<file path="src/rtl/kbd_pkg.sv">
// Shared constants for the PS/2 keyboard writer: prefix codes, event word layout and FSM encodings.
package kbd_pkg;

  localparam logic [7:0] KBD_CODE_EXT = 8'hE0;
  localparam logic [7:0] KBD_CODE_BRK = 8'hF0;

  localparam int EVT_W        = 10;
  localparam int EVT_CODE_LSB = 0;
  localparam int EVT_BRK_BIT  = 8;
  localparam int EVT_EXT_BIT  = 9;

  localparam logic [1:0] RX_IDLE   = 2'd0;
  localparam logic [1:0] RX_DATA   = 2'd1;
  localparam logic [1:0] RX_PARITY = 2'd2;
  localparam logic [1:0] RX_STOP   = 2'd3;

  localparam logic [1:0] WR_IDLE  = 2'd0;
  localparam logic [1:0] WR_ENTRY = 2'd1;
  localparam logic [1:0] WR_HEAD  = 2'd2;

  function automatic logic [EVT_W-1:0] make_event(input logic ext, input logic brk,
                                                  input logic [7:0] code);
    logic [EVT_W-1:0] ev;
    ev                          = '0;
    ev[EVT_CODE_LSB +: 8]       = code;
    ev[EVT_BRK_BIT]             = brk;
    ev[EVT_EXT_BIT]             = ext;
    return ev;
  endfunction

endpackage

</file>
<file path="src/rtl/ps2_kbd_writer_if.sv">
// Port-B write bus between the keyboard writer (master) and the port-B arbiter (slave).
interface ps2_kbd_writer_if;
  logic        io_req;
  logic        io_gnt;
  logic        io_wren;
  logic [31:0] io_addr;
  logic [31:0] io_wdata;

  modport master (output io_req, output io_wren, output io_addr, output io_wdata, input io_gnt);
  modport slave  (input io_req, input io_wren, input io_addr, input io_wdata, output io_gnt);
endinterface

</file>
<file path="src/rtl/ps2_rx.sv">
// PS/2 frame receiver: pin synchronizers, falling-edge sampling, frame FSM and idle timeout.
// PS2_PARITY_CHECK_EN enables odd-parity checking and the perr_o bad-frame pulse.
module ps2_rx
  import kbd_pkg::*;
#(
  parameter int TIMEOUT_CYC = 50000
) (
  input  logic       clk,
  input  logic       rst_n,
  input  logic       ps2_clk_i,
  input  logic       ps2_data_i,
  output logic [7:0] byte_o,
  output logic       byte_vld_o
`ifdef PS2_PARITY_CHECK_EN
  ,
  output logic       perr_o
`endif
);

  localparam int TW = $clog2(TIMEOUT_CYC + 1);

  logic [1:0]    clk_sync_q, data_sync_q;
  logic          clk_prev_q;
  logic          fall, din, to_exp;
  logic [1:0]    st_q, st_d;
  logic [2:0]    bit_cnt_q, bit_cnt_d;
  logic [7:0]    shift_q, shift_d;
  logic [7:0]    byte_q, byte_d;
  logic          vld_q, vld_d;
  logic [TW-1:0] to_cnt_q, to_cnt_d;
`ifdef PS2_PARITY_CHECK_EN
  logic          par_q, par_d;
  logic          perr_q, perr_d;
`endif

  // Idle-high reset values keep reset release from looking like a falling edge.
  always_ff @(posedge clk or negedge rst_n) begin
    if (!rst_n) begin
      clk_sync_q  <= 2'b11;
      data_sync_q <= 2'b11;
      clk_prev_q  <= 1'b1;
    end else begin
      clk_sync_q  <= {clk_sync_q[0], ps2_clk_i};
      data_sync_q <= {data_sync_q[0], ps2_data_i};
      clk_prev_q  <= clk_sync_q[1];
    end
  end

  assign fall   = clk_prev_q & ~clk_sync_q[1];
  assign din    = data_sync_q[1];
  assign to_exp = (st_q != RX_IDLE) && (to_cnt_q == TW'(TIMEOUT_CYC));

  always_comb begin
    st_d      = st_q;
    bit_cnt_d = bit_cnt_q;
    shift_d   = shift_q;
    byte_d    = byte_q;
    vld_d     = 1'b0;
    to_cnt_d  = '0;
`ifdef PS2_PARITY_CHECK_EN
    par_d     = par_q;
    perr_d    = 1'b0;
`endif
    if (!fall && st_q != RX_IDLE) to_cnt_d = to_cnt_q + TW'(1);
    if (to_exp && !fall) begin
      st_d     = RX_IDLE;
      to_cnt_d = '0;
    end else if (fall) begin
      case (st_q)
        RX_IDLE: begin
          if (!din) begin
            st_d      = RX_DATA;
            bit_cnt_d = '0;
          end
        end
        RX_DATA: begin
          shift_d   = {din, shift_q[7:1]};
          bit_cnt_d = bit_cnt_q + 3'd1;
          if (bit_cnt_q == 3'd7) st_d = RX_PARITY;
        end
        RX_PARITY: begin
`ifdef PS2_PARITY_CHECK_EN
          par_d = din;
`endif
          st_d  = RX_STOP;
        end
        default: begin
          st_d = RX_IDLE;
          if (din) begin
`ifdef PS2_PARITY_CHECK_EN
            if (^{shift_q, par_q}) begin
              byte_d = shift_q;
              vld_d  = 1'b1;
            end else begin
              perr_d = 1'b1;
            end
`else
            byte_d = shift_q;
            vld_d  = 1'b1;
`endif
          end
        end
      endcase
    end
  end

  always_ff @(posedge clk or negedge rst_n) begin
    if (!rst_n) begin
      st_q      <= RX_IDLE;
      bit_cnt_q <= '0;
      to_cnt_q  <= '0;
      vld_q     <= 1'b0;
`ifdef PS2_PARITY_CHECK_EN
      perr_q    <= 1'b0;
`endif
    end else begin
      st_q      <= st_d;
      bit_cnt_q <= bit_cnt_d;
      to_cnt_q  <= to_cnt_d;
      vld_q     <= vld_d;
`ifdef PS2_PARITY_CHECK_EN
      perr_q    <= perr_d;
`endif
    end
  end

  // Datapath registers carry no reset; vld_q qualifies them.
  always_ff @(posedge clk) begin
    shift_q <= shift_d;
    byte_q  <= byte_d;
`ifdef PS2_PARITY_CHECK_EN
    par_q   <= par_d;
`endif
  end

  assign byte_o     = byte_q;
  assign byte_vld_o = vld_q;
`ifdef PS2_PARITY_CHECK_EN
  assign perr_o     = perr_q;
`endif

endmodule

</file>
<file path="src/rtl/ps2_kbd_writer.sv">
// Keyboard event writer: folds E0/F0 prefixes into events, queues them, appends them to a memory ring.
// PS2_PARITY_CHECK_EN adds parity checking in the receiver and the perr_cnt port.
module ps2_kbd_writer
  import kbd_pkg::*;
#(
  parameter logic [31:0] KBD_BASE    = 32'h0000_F000,
  parameter int          RING_DEPTH  = 16,
  parameter int          FIFO_DEPTH  = 4,
  parameter int          TIMEOUT_CYC = 50000
) (
  input  logic             clk,
  input  logic             rst,
  input  logic             ps2_clk,
  input  logic             ps2_data,
  ps2_kbd_writer_if.master io,
  output logic [7:0]       head,
  output logic             overflow
`ifdef PS2_PARITY_CHECK_EN
  ,
  output logic [7:0]       perr_cnt
`endif
);

  localparam int            PW        = $clog2(FIFO_DEPTH);
  localparam logic [PW:0]   FIFO_FULL = (PW + 1)'(FIFO_DEPTH);
  localparam logic [7:0]    HEAD_MASK = 8'(RING_DEPTH - 1);

  function automatic logic [31:0] entry_addr(input logic [7:0] h);
    return KBD_BASE + ((32'(h) + 32'd1) << 2);
  endfunction

  logic [7:0]       rx_byte;
  logic             rx_vld;
  logic             ext_q, brk_q, ovf_q;
  logic             is_prefix, push_req, push_ok, pop, full, empty;
  logic [EVT_W-1:0] fifo_mem [FIFO_DEPTH];
  logic [PW-1:0]    rd_ptr_q, wr_ptr_q;
  logic [PW:0]      cnt_q;
  logic [1:0]       wst_q, wst_d;
  logic             req_q, req_d;
  logic [31:0]      addr_q, addr_d, wdata_q, wdata_d;
  logic [7:0]       head_q, head_d, head_nxt;
`ifdef PS2_PARITY_CHECK_EN
  logic             rx_perr;
  logic [7:0]       perr_q;
`endif

  ps2_rx #(
    .TIMEOUT_CYC(TIMEOUT_CYC)
  ) u_rx (
    .clk       (clk),
    .rst_n     (rst),
    .ps2_clk_i (ps2_clk),
    .ps2_data_i(ps2_data),
    .byte_o    (rx_byte),
    .byte_vld_o(rx_vld)
`ifdef PS2_PARITY_CHECK_EN
    ,
    .perr_o    (rx_perr)
`endif
  );

  assign is_prefix = (rx_byte == KBD_CODE_EXT) || (rx_byte == KBD_CODE_BRK);
  assign push_req  = rx_vld && !is_prefix;
  assign full      = (cnt_q == FIFO_FULL);
  assign empty     = (cnt_q == '0);
  assign pop       = (wst_q == WR_ENTRY) && io.io_gnt;
  // A pop in the same cycle frees the slot, so a push into a full FIFO still lands.
  assign push_ok   = push_req && (!full || pop);
  assign head_nxt  = (head_q + 8'd1) & HEAD_MASK;

  always_ff @(posedge clk or negedge rst) begin
    if (!rst) begin
      ext_q    <= 1'b0;
      brk_q    <= 1'b0;
      ovf_q    <= 1'b0;
      rd_ptr_q <= '0;
      wr_ptr_q <= '0;
      cnt_q    <= '0;
    end else begin
      if (rx_vld) begin
        if (rx_byte == KBD_CODE_EXT) begin
          ext_q <= 1'b1;
        end else if (rx_byte == KBD_CODE_BRK) begin
          brk_q <= 1'b1;
        end else begin
          ext_q <= 1'b0;
          brk_q <= 1'b0;
        end
      end
      if (push_req && !push_ok) ovf_q <= 1'b1;
      if (push_ok) wr_ptr_q <= wr_ptr_q + PW'(1);
      if (pop)     rd_ptr_q <= rd_ptr_q + PW'(1);
      case ({push_ok, pop})
        2'b10:   cnt_q <= cnt_q + (PW + 1)'(1);
        2'b01:   cnt_q <= cnt_q - (PW + 1)'(1);
        default: cnt_q <= cnt_q;
      endcase
    end
  end

  always_ff @(posedge clk) begin
    if (push_ok) fifo_mem[wr_ptr_q] <= make_event(ext_q, brk_q, rx_byte);
  end

  // Write sequence: entry word first, then the head word that publishes it.
  always_comb begin
    wst_d   = wst_q;
    req_d   = req_q;
    addr_d  = addr_q;
    wdata_d = wdata_q;
    head_d  = head_q;
    case (wst_q)
      WR_IDLE: begin
        if (!empty) begin
          wst_d   = WR_ENTRY;
          req_d   = 1'b1;
          addr_d  = entry_addr(head_q);
          wdata_d = {{(32 - EVT_W){1'b0}}, fifo_mem[rd_ptr_q]};
        end
      end
      WR_ENTRY: begin
        if (io.io_gnt) begin
          wst_d   = WR_HEAD;
          addr_d  = KBD_BASE;
          wdata_d = {24'b0, head_nxt};
        end
      end
      WR_HEAD: begin
        if (io.io_gnt) begin
          head_d = head_nxt;
          if (!empty) begin
            wst_d   = WR_ENTRY;
            addr_d  = entry_addr(head_nxt);
            wdata_d = {{(32 - EVT_W){1'b0}}, fifo_mem[rd_ptr_q]};
          end else begin
            wst_d   = WR_IDLE;
            req_d   = 1'b0;
            addr_d  = '0;
            wdata_d = '0;
          end
        end
      end
      default: begin
        wst_d   = WR_IDLE;
        req_d   = 1'b0;
        addr_d  = '0;
        wdata_d = '0;
      end
    endcase
  end

  always_ff @(posedge clk or negedge rst) begin
    if (!rst) begin
      wst_q   <= WR_IDLE;
      req_q   <= 1'b0;
      addr_q  <= '0;
      wdata_q <= '0;
      head_q  <= '0;
    end else begin
      wst_q   <= wst_d;
      req_q   <= req_d;
      addr_q  <= addr_d;
      wdata_q <= wdata_d;
      head_q  <= head_d;
    end
  end

`ifdef PS2_PARITY_CHECK_EN
  always_ff @(posedge clk or negedge rst) begin
    if (!rst) begin
      perr_q <= '0;
    end else if (rx_perr && perr_q != 8'hFF) begin
      perr_q <= perr_q + 8'd1;
    end
  end
  assign perr_cnt = perr_q;
`endif

  assign io.io_req   = req_q;
  assign io.io_wren  = req_q;
  assign io.io_addr  = addr_q;
  assign io.io_wdata = wdata_q;
  assign head        = head_q;
  assign overflow    = ovf_q;

endmodule
</file>
<file path="src/flat_wrapper.sv">
// flat-port wrapper written by rule: the top's interface ports become plain ports
module ps2_kbd_writer_flat import kbd_pkg::*;
#(
  parameter logic [31:0] KBD_BASE    = 32'h0000_F000,
  parameter int          RING_DEPTH  = 16,
  parameter int          FIFO_DEPTH  = 4,
  parameter int          TIMEOUT_CYC = 50000
)
  (clk, rst, ps2_clk, ps2_data, head, overflow, io_io_req, io_io_wren, io_io_addr, io_io_wdata, io_io_gnt);
  ps2_kbd_writer_if io_i ();
  input  logic clk;
  input  logic rst;
  input  logic ps2_clk;
  input  logic ps2_data;
  output logic [7:0] head;
  output logic overflow;
  output wire logic [$bits(io_i.io_req)-1:0] io_io_req;
  output wire logic [$bits(io_i.io_wren)-1:0] io_io_wren;
  output wire logic [$bits(io_i.io_addr)-1:0] io_io_addr;
  output wire logic [$bits(io_i.io_wdata)-1:0] io_io_wdata;
  input wire logic [$bits(io_i.io_gnt)-1:0] io_io_gnt;
  assign io_io_req = io_i.io_req;
  assign io_io_wren = io_i.io_wren;
  assign io_io_addr = io_i.io_addr;
  assign io_io_wdata = io_i.io_wdata;
  assign io_i.io_gnt = io_io_gnt;
  ps2_kbd_writer #(.KBD_BASE(KBD_BASE), .RING_DEPTH(RING_DEPTH), .FIFO_DEPTH(FIFO_DEPTH), .TIMEOUT_CYC(TIMEOUT_CYC)) u_core (.clk(clk), .rst(rst), .ps2_clk(ps2_clk), .ps2_data(ps2_data), .io(io_i), .head(head), .overflow(overflow));
endmodule
</file>
<file path="config.mk">
export PLATFORM = sky130hd
export DESIGN_NAME = ps2_kbd_writer_flat
export DESIGN_NICKNAME = d
export VERILOG_FILES = /design/src/rtl/kbd_pkg.sv /design/src/rtl/ps2_kbd_writer_if.sv /design/src/rtl/ps2_rx.sv /design/src/rtl/ps2_kbd_writer.sv /design/src/flat_wrapper.sv
export SDC_FILE = /design/constraint.sdc
export NUM_CORES = 1
export LEC_CHECK = 0
export ABC_AREA = 1
export BUFFER_PORTS_ARGS = -buffer_cell sky130_fd_sc_hd__buf_2
export CORE_ASPECT_RATIO = 1.75
export CORE_MARGIN = 5
export CORE_UTILIZATION = 57
export DETAILED_ROUTE_END_ITERATION = 6
export PLACE_DENSITY = 0.8
export SLEW_MARGIN = 40
export SYNTH_ARGS = -nofsm -noshare
export SYNTH_HDL_FRONTEND = slang
export SYNTH_SLANG_ARGS = --single-unit
</file>
<file path="constraint.sdc">
create_clock -name clk -period 2.4 [get_ports clk]
set_input_delay 0.36 -clock clk [delete_from_list [all_inputs] [get_ports clk]]
set_output_delay 0.36 -clock clk [all_outputs]
set_load 0.05 [all_outputs]
</file>
==> summary.md <==
| Metric | Value |
|---|---|
| Overflow after GRT | 0 |
| Cell type of the slowest stage on the worst timing path | fa_1 |
| Highest ir drop seen on vdd | about 0.75 mV |
| Drt pass-1 iters | 5 |
| Outcome | complete, no violations |
| Post-detailed-route DRC marker count | 0 |
| Worst-case register-to-register setup slack | ~140 ps |
| Worst setup path startpoint | u_core.u_rx.byte_o[6] |
| Layout filler cell count | between 700 and 800 |
| Horizontal die dimension | between 80 and 90 um |
| Portion of the post-synthesis area used by sequential elements | about three fifths |
| Max Slew Vio Count | 0 |
| Maximum clock frequency | roughly 440 MHz |
| Initial cell density of the core | 58.1% |
| Deepest clock path buffer count | 2 |
| Final wirelength | between 10000 and 15000 um |
| Number of top-level pins | 80 |
| Flip-flop and latch count after synthesis | around 120 |
| Floorplan core area | approximately 9400 um2 |
| Antenna violation net count after detailed routing | 0 |
| Antenna violations before repair | 0 |
| Global placer's final weighted congestion | between 0.8 and 0.9 |
| Number of failing setup endpoints in the final timing report | 0 |
| Capturing point of the worst reg2reg path | u_core.cnt_q[2] |
| Clk Tree Root Cell | clkbuf_16 |
| Pin slew with the least headroom to its limit | roughly 680 ps |
| Type of the worst min-delay path | in -> async |
| Worst path cell trace | nand3_1 > o21ai_0 > inv_1 > nand2_4 > ha_2 > fa_1 > a21oi_1 > o21ai_0 > xor2_1 |
| Clk sink count | roughly 120 |
| Maximum cell stage delay along the critical path | ~460 ps |
| CP max FO | 8 |
| Area grow syn2layout | 13.1% |
| RSZ-0062 raised after global routing | false |
| Met1 track demand over resource | 19.8% |
| Total negative slack for setup checks | 0 ps |
| Met3 capacity usage during global routing | between 6 and 7% |
| Relative slew slack | 54.4% |
| Synthesized area per cell | roughly 9.8 um2 |
| Final worst clock skew | ~11 ps |
| CP Class | reg -> reg |
| Worst skew pair latency | slightly above 400 ps |
| First-pass GRT wire length | 18000 um |
| Startpoint kind of the worst setup timing path | register |
| Post-CTS clock slew at the launch and capture registers of the worst setup and hold paths | approximately 50 ps |
| Count of standard-cell rows | between 40 and 50 |
| Number of nets at the end of the flow | just over 600 |
| Total number of vias | 3686 |
| Crit share post-route | between 90% and 100% |
| HPWL after detailed placement | approximately 7300 um |
| Global-route layer with the greatest usage | met2 |
| Arrival time worst endpoint | ~2500 ps |
| Post-Route Hold Slack | 6.51 ps |
| Total global routing track utilization | about a fifth |
| Overall die height | 140 um |
| Final worst path period need | 2260 ps |
| Cell area after technology mapping | 5470 um2 |
| Deepest level of the CTS H-tree | 4 |
| Initial DRC count | 150 |
| Number of buffers added on ports | 30 |
| Required time reported for the critical path endpoint | between 2000 and 3000 ps |
| Fraction of layout cells with a size suffix above 1 | approximately 14% |
| Area enclosed by the die boundary | between 10000 and 15000 um2 |
| Diode insertion count for antenna repair | 0 |
| Detailed-route vias per instance | roughly 5.0 |
| Met2 routing resource usage after global routing | 34.7% |
| Reg-to-Reg Start | u_core.u_rx.byte_o[6] |
| Capturing element type of the critical path | register |
| Ratio of total power to cell area | between 1000 and 1500 nW/um2 |
| Cell repeated most along the worst path | o21ai_0 |
| Leakage power summed over all cells | ~2.8 nW |
| Count of synthesis-stage warnings from yosys | 0 |
| Cts bufs inserted | 17 |
| Number of failing hold endpoints at the final stage | 0 |
| Synthesized instance count | roughly 560 |
| Number of cell instances on the worst register-to-register path | 9 |
| Avg WL per Cell | 14.3 um |
| Number of hold buffers added after CTS | 0 |
| Vias in the first global route | 3814 |
| Max-cap violations | 0 |
| Count of cell types in the netlist | 28 |
| TritonCTS clock tree | done |
| Largest net degree at the start of global routing | 61 |
[critical path: cells and delay by family (launching register included)]
kind,cells,cell delay [ps]
AO/OA/AOI/OAI,3,450
XOR/XNOR,1,160
adder cells (fa/ha/maj),2,680
buffers and inverters,1,160
flip-flops,1,440
AND/OR/NAND/NOR,2,250
[state kept, by name, indices dropped and copies added, names as in the netlist, 3 cells and up]
register               cells
u_core.cnt_q               3
u_core.fifo_mem           40
u_core.head                4
u_core.io.io_addr          6
u_core.io.io_wdata        10
u_core.u_rx.bit_cnt_q      3
u_core.u_rx.byte_o         8
u_core.u_rx.shift_q        8
u_core.u_rx.to_cnt_q      16
[cell type report]
cell class,count,area (um2),area share [%]
sequential,116,3190,51.6
multi-input combinational,374,1830,29.6
inverter,58,218,3.52
clock buffer,20,437,7.06
tap,122,153,2.47
timing repair buffer,35,191,3.10
clock inverter,12,163,2.63
[logic make-up (layout without fill, tap and decap cells)]
logic type,count (synthesis),after routing,synth area share [%]
AND/OR/NAND/NOR,240,240,18.3
buffers and inverters,117,125,11.8
flip-flops,116,116,58.3
AO/OA/AOI/OAI,54,54,5.24
adder cells (fa/ha/maj),16,16,3.80
XOR/XNOR,15,15,2.40
other,1,49,0.0686
[timing repair]
action	in CTS	in global routing
setup endpoints to repair	1	1
endpoints found under the hold margin	0	0
resized for setup	1	2
setup buffers	0	1
[report_power, final]
part	internal, mW	switching (mW)
sequential	2.44	0.302
combinational	0.677	1.97
clock	1.72	0.833
[routing by layer]
layer	share of wire [%]	vias to the layer above
met5	0	-
met4	2.1	0
met3	4.1	16
met2	58	94
met1	36	1786
li1	-	1790
[synthesized netlist by cell type (all sizes together)]
| cell type | number | area [um2] |
|---|---|---|
| a21oi | 24 | 120 |
| buf | 54 | 409 |
| clkbuf | 5 | 18.8 |
| conb | 1 | 3.75 |
| dfrtp | 55 | 1380 |
| dfstp | 5 | 131 |
| edfxtp | 56 | 1680 |
| fa | 1 | 20.0 |
| ha | 15 | 188 |
| inv | 58 | 218 |
| nand2 | 134 | 515 |
| nand3 | 27 | 135 |
| nand4 | 8 | 50.1 |
| nor2 | 64 | 265 |
| nor3 | 6 | 30.0 |
| o211ai | 3 | 22.5 |
| o21ai | 25 | 129 |
| o21bai | 2 | 15.0 |
| or2 | 1 | 6.26 |
| xnor2 | 3 | 26.3 |
| xor2 | 12 | 105 |
[worst max path at each step]
| stage | to | depth (start not counted) |
|---|---|---|
| CTS | u_core.cnt_q[2] | 9 |
| detailed placement | u_core.cnt_q[2] | 10 |
| global route | u_core.cnt_q[2] | 9 |
| finish | u_core.cnt_q[2] | 9 |
| global placement | u_core.cnt_q[2] | 10 |
| floorplan | u_core.cnt_q[2] | 10 |
[metrics by stage]
stage	power, mW	worst slack [ps]	utilization [%]	cell area (um2)	cells
final	7.93	140	65.7	6180	737
after global routing	8.42	19.5	65.7	6180	737
after CTS	7.98	28.4	65.5	6160	736
after detailed placement	5.37	85.7	59.1	5560	704
after global placement	5.27	232	59.0	5550	704
after floorplan	4.86	314	-	5650	607
[cell usage in the layout (no fill, tap or decap), types with 3 or more instances in the layout]
cell type	count
clkbuf_16	17
inv_1	52
nor3_1	6
nand4_1	8
bufinv_16	4
conb_1	49
inv_2	6
ha_1	14
dfrtp_1	54
nor2_4	3
nor2_1	56
buf_4	4
nand2_1	131
clkbuf_1	3
xnor2_1	3
dfstp_2	5
buf_2	30
nor2_2	5
a21oi_1	24
o211ai_1	3
o21ai_0	24
nand3_1	27
clkinv_2	4
edfxtp_1	56
xor2_1	12
Power figures use the tool's default switching activity.
